**config.mk**
```make
export PLATFORM = sky130hd
export DESIGN_NAME = spi_register_port
export DESIGN_NICKNAME = d
export VERILOG_FILES = /design/src/rtl/spi_register_port.sv
export SDC_FILE = /design/constraint.sdc
export NUM_CORES = 1
export LEC_CHECK = 0
export CORE_MARGIN = 10
export CORE_UTILIZATION = 30
export CTS_CLUSTER_DIAMETER = 60
export CTS_CLUSTER_SIZE = 10
export DETAILED_ROUTE_END_ITERATION = 7
export DONT_BUFFER_PORTS = 1
export PLACE_DENSITY = 0.49
export SLEW_MARGIN = 15
export SYNTH_ARGS = -nofsm -noshare
export SYNTH_HDL_FRONTEND = slang
export SYNTH_SLANG_ARGS = --single-unit
export TNS_END_PERCENT = 5
```
**constraint.sdc**
```tcl
create_clock -name i_Clock -period 3 [get_ports i_Clock]
set_clock_uncertainty 0.1 [all_clocks]
set_input_delay 0.6 -clock i_Clock [delete_from_list [all_inputs] [get_ports i_Clock]]
set_output_delay 0.6 -clock i_Clock [all_outputs]
set_load 0.01 [all_outputs]
```
**src/rtl/spi_register_port.sv**
```systemverilog
// SPI mode-0 slave register port. Oversamples SCK/CS_N/MOSI in the i_Clock
// domain, assembles 16-bit register numbers and 8-bit values, and issues
// one-cycle write strobes. Burst bytes auto-increment the register number.
// Each frame returns a status byte {E, WC[6:0]} on MISO.
module spi_register_port #(
  parameter int SYNC_STAGES = 2
) (
  input  logic        i_Clock,
  input  logic        i_Reset,
  input  logic        i_SPI_SCK,
  input  logic        i_SPI_CS_N,
  input  logic        i_SPI_MOSI,
  output logic        o_SPI_MISO,
  output logic        o_RegisterWriteEnable,
  output logic [15:0] o_RegisterWriteNumber,
  output logic [7:0]  o_RegisterWriteValue,
  output logic        o_FrameError
);

  logic [SYNC_STAGES-1:0] sck_sync_q, cs_sync_q, mosi_sync_q;
  logic                   sck_prev_q, cs_prev_q;
  logic                   sck_s, cs_s, mosi_s;
  logic                   sck_rise, sck_fall, cs_rise, cs_fall, active;

  logic        armed_q, armed_d;
  logic [4:0]  bit_cnt_q, bit_cnt_d;
  logic [22:0] shift_q, shift_d;
  logic [15:0] num_q, num_d;
  logic [7:0]  val_q, val_d;
  logic        we_q, we_d;
  logic        ferr_q, ferr_d;
  logic [6:0]  wc_q, wc_d;
  logic        err_q, err_d;
  logic [7:0]  miso_q, miso_d;

  assign sck_s  = sck_sync_q[SYNC_STAGES-1];
  assign cs_s   = cs_sync_q[SYNC_STAGES-1];
  assign mosi_s = mosi_sync_q[SYNC_STAGES-1];

  assign sck_rise = sck_s & ~sck_prev_q;
  assign sck_fall = ~sck_s & sck_prev_q;
  assign cs_rise  = cs_s & ~cs_prev_q;
  assign cs_fall  = ~cs_s & cs_prev_q;
  // Bits count only once CS_N has been seen high after reset, so a frame
  // already in progress at reset release is ignored.
  assign active   = armed_q & ~cs_s;

  // Synchronize the SPI pins and keep a one-cycle-delayed copy for edge detection.
  always_ff @(posedge i_Clock or posedge i_Reset) begin
    if (i_Reset) begin
      sck_sync_q  <= '0;
      cs_sync_q   <= '0;
      mosi_sync_q <= '0;
      sck_prev_q  <= 1'b0;
      cs_prev_q   <= 1'b0;
    end else begin
      sck_sync_q  <= {sck_sync_q[SYNC_STAGES-2:0], i_SPI_SCK};
      cs_sync_q   <= {cs_sync_q[SYNC_STAGES-2:0], i_SPI_CS_N};
      mosi_sync_q <= {mosi_sync_q[SYNC_STAGES-2:0], i_SPI_MOSI};
      sck_prev_q  <= sck_s;
      cs_prev_q   <= cs_s;
    end
  end

  // Frame decode: bit capture, write issue, frame-end checking, status and MISO shifting.
  always_comb begin
    armed_d   = armed_q | cs_s;
    bit_cnt_d = bit_cnt_q;
    shift_d   = shift_q;
    num_d     = num_q;
    val_d     = val_q;
    we_d      = 1'b0;
    ferr_d    = 1'b0;
    wc_d      = wc_q;
    err_d     = err_q;
    miso_d    = miso_q;

    if (cs_rise) begin
      // Only a count of 0 (no bits) or 24 (just after a complete byte) is a clean end.
      ferr_d    = (bit_cnt_q != 5'd0) && (bit_cnt_q != 5'd24);
      bit_cnt_d = 5'd0;
      shift_d   = '0;
      miso_d    = '0;
    end else if (sck_rise && active) begin
      shift_d = {shift_q[21:0], mosi_s};
      if (bit_cnt_q == 5'd23 || bit_cnt_q == 5'd31) begin
        // The 23 bits already held are number[15:0] followed by value[7:1].
        num_d     = (bit_cnt_q == 5'd23) ? shift_q[22:7] : num_q + 16'd1;
        val_d     = {shift_q[6:0], mosi_s};
        we_d      = 1'b1;
        bit_cnt_d = 5'd24;
      end else begin
        bit_cnt_d = bit_cnt_q + 5'd1;
      end
    end

    if (cs_fall) begin
      miso_d = {err_q, wc_q};
      err_d  = 1'b0;
    end else if (sck_fall && active) begin
      miso_d = {miso_q[6:0], 1'b0};
    end

    if (we_d) begin
      wc_d = wc_q + 7'd1;
    end
    // A new error wins over the clear-on-latch so it is reported next frame.
    if (ferr_d) begin
      err_d = 1'b1;
    end
  end

  // Register the frame state and outputs.
  always_ff @(posedge i_Clock or posedge i_Reset) begin
    if (i_Reset) begin
      armed_q   <= 1'b0;
      bit_cnt_q <= '0;
      shift_q   <= '0;
      num_q     <= '0;
      val_q     <= '0;
      we_q      <= 1'b0;
      ferr_q    <= 1'b0;
      wc_q      <= '0;
      err_q     <= 1'b0;
      miso_q    <= '0;
    end else begin
      armed_q   <= armed_d;
      bit_cnt_q <= bit_cnt_d;
      shift_q   <= shift_d;
      num_q     <= num_d;
      val_q     <= val_d;
      we_q      <= we_d;
      ferr_q    <= ferr_d;
      wc_q      <= wc_d;
      err_q     <= err_d;
      miso_q    <= miso_d;
    end
  end

  assign o_RegisterWriteEnable = we_q;
  assign o_RegisterWriteNumber = num_q;
  assign o_RegisterWriteValue  = val_q;
  assign o_FrameError          = ferr_q;
  assign o_SPI_MISO            = miso_q[7];

endmodule
```
==> impl_metrics.json <==
{
  "cellLeakagePower_nw": 1.97,
  "die_height_um": 129,
  "worstMarginPinSlew_ps": 729,
  "slew_violations": 0,
  "p_per_area_nw_per_um2": 586,
  "critPathArrivalTime_ps": 2590,
  "drcViolationCount": 0,
  "finalInstanceArea_sq_um": 4080,
  "cts_resized": 0,
  "final_common_cell": "nand2_1",
  "rows": 39,
  "drt_wl_total_um": 8670,
  "syn_area_per_cell_sq_um": 9.57,
  "slew_headroom_pct": 51.0,
  "final_core_util_pct": 35.5,
  "synth_ff_type": "dfrtp_1",
  "p_clk_share_pct": 50.4,
  "area_delta_synth_final_pct": 15.0,
  "finalSetupViolations": 0,
  "rsz0062_at_grt": "no",
  "htree_levels": 3,
  "n_fill_cell": 1143,
  "grt_pass1_vias": 2650,
  "antenna_found_initial": 0,
  "grt_pass1_wl_um": 14200,
  "vias": 2789,
  "viasPerCell": 5.36,
  "switching_share_pct": 22.0,
  "fin_nets": 382,
  "num_io_pins": 32,
  "hp-class": "in -> async",
  "fmax_mhz": 413,
  "root_buffer": "clkbuf_16",
  "required_ps": 3170,
  "cts_hold_buf": 0,
  "placed_cells_incl_taps": 504,
  "hold-worst-slack_ps": 93.3,
  "cts_setup_buffers": 0,
  "final_cell_mix": "nand2_1, dfrtp_1, nand3_1, a21oi_1, inv_1",
  "synth-seq-cells": 79,
  "start_util_pct": 30.8,
  "cp_max_fo": 10,
  "drtIter0Drc": 261,
  "cts_buffers": 9,
  "die_area_sq_um": 16600,
  "switching_power_mw": 0.527,
  "p_int_mw": 1.87,
  "status": "complete, no violations",
  "grt_max_degree": 48,
  "synth_edf_count": 0,
  "core_region_area_sq_um": 11500,
  "synth_nets": 381,
  "post_drt_wl_per_cell_um": 16.7,
  "syn_inst": 371,
  "vdd_drop_max_mv": 0.331,
  "tns_ps": 0,
  "dpl.hpwl_um": 5720,
  "pwr-share-seq_pct": 46.1,
  "die_w_um": 129,
  "clock-sinks": 79,
  "dr.pass1.iters": 7,
  "clk_pin_slew_ps": 60,
  "async_flop_share_pct": 100,
  "gr-total-overflow": 0,
  "io_buffers": 0,
  "cts_tree": "yes",
  "hold_viol": 0,
  "min_period_ps": 2420,
  "gp_congestion": 0.740,
  "grt.total_usage_pct": 10.9,
  "end_kind": "register",
  "netlist_area_sq_um": 3550,
  "ys_types": 48,
  "min_period_over_period_pct": 80.7,
  "drive_gt1_share_pct": 9.02,
  "p_comb_share_pct": 3.6,
  "clock_path_buffers": 2,
  "path_class": "reg -> reg",
  "ys_seq_area_share_pct": 55.7,
  "cap_violations": 0,
  "antenna_cells": 0,
  "insertion_delay_ps": 340,
  "antenna_left": 0,
  "yosys_warnings": 0,
  "start_kind": "register",
  "final_cells": 520,
  "place_area_sq_um": 3760
}
==> critical path, stage by stage, from the launching register on <==
cell and delay, ps:
dfrtp_1 400, ha_1 240, and3_1 170, ha_1 370, nand3_1 110, or4_4 450
or4_1 410, nand3_1 90
==> final cells by class <==
type / count / area [sq um] / area share, %
Inverter: 14 / 53.8 / 1.32
Clock buffer: 12 / 246 / 6.04
Tap cell: 143 / 179 / 4.38
Multi-Input combinational cell: 256 / 1450 / 35.4
Clock inverter: 4 / 77.6 / 1.90
Timing Repair Buffer: 12 / 103 / 2.51
Sequential cell: 79 / 1980 / 48.4
==> state kept, by name, indices dropped and copies added, names as in the netlist <==
| name | cells |
|---|---|
| sck_prev_q | 1 |
| miso_q | 8 |
| o_FrameError | 1 |
| cs_prev_q | 1 |
| err_q | 1 |
| bit_cnt_q | 5 |
| sck_sync_q | 2 |
| o_RegisterWriteNumber | 16 |
| o_RegisterWriteEnable | 1 |
| o_RegisterWriteValue | 8 |
| armed_q | 1 |
| mosi_sync_q | 2 |
| shift_q | 23 |
| cs_sync_q | 2 |
| wc_q | 7 |
==> through the flow <==
stage / setup WS (ps) / total power, mW
global placement: 671 / 1.21
finish: 580 / 2.39
global route: 433 / 2.48
floorplan: 277 / 1.18
detailed placement: 614 / 1.21
CTS: 592 / 2.42
==> synthesized netlist by cell type (3+ instances only) <==
library cell	count	area share, %
o31ai_1	3	0.63
nor2b_1	4	0.70
clkbuf_1	16	1.7
nor2_1	8	0.85
nand4_1	7	1.2
a222oi_1	6	1.7
nor4_1	4	0.70
and3_1	5	0.88
xnor2_1	7	1.7
buf_2	5	0.70
inv_1	14	1.5
a21oi_1	20	2.8
o22ai_1	6	1.1
ha_1	5	1.8
o21ai_0	10	1.4
nor3_1	7	0.99
nand2b_1	3	0.53
dfrtp_1	79	56
nand2_1	90	9.5
o41ai_1	3	0.74
nand3_1	35	4.9
==> power groups by stage <==
stage               logic, mW  registers (mW)  clock network, mW
global placement       0.0870            1.12                  0
finish                 0.0850            1.10               1.21
CTS                    0.0877            1.10               1.23
floorplan              0.0607            1.12                  0
detailed placement     0.0879            1.12                  0
global route           0.0968            1.11               1.28
==> kinds of logic after synthesis <==
kind of cell	Yosys count	synth area share [%]
AND/OR/NAND/NOR	180	24.9
flip-flops	79	55.7
AO/OA/AOI/OAI	62	11.4
buffers and inverters	36	3.98
XOR/XNOR	7	1.73
adder cells (fa/ha/maj)	5	1.76
multiplexers	2	0.564
==> layer usage <==
metal  global-route usage (%)  wire length, um
met3                     4.76              673
met1                     14.1             4030
met2                     16.0             3860
met5                        0                0
met4                     3.68              100
==> worst paths after layout <==
check,start,cells after the start,slack (ps),to
setup reg to reg,bit_cnt_q[0],7,580,o_RegisterWriteNumber[13]
min in group i_Clock,i_SPI_CS_N,0,180,cs_sync_q[0]
hold / removal,i_Reset,1,90,sck_sync_q[0]
max in group asynchronous,i_Reset,2,2060,o_RegisterWriteNumber[7]
hold reg to reg,mosi_sync_q[0],0,250,mosi_sync_q[1]
setup / recovery,bit_cnt_q[0],7,580,o_RegisterWriteNumber[13]
Note: power is estimated with default switching activity, not from simulation.
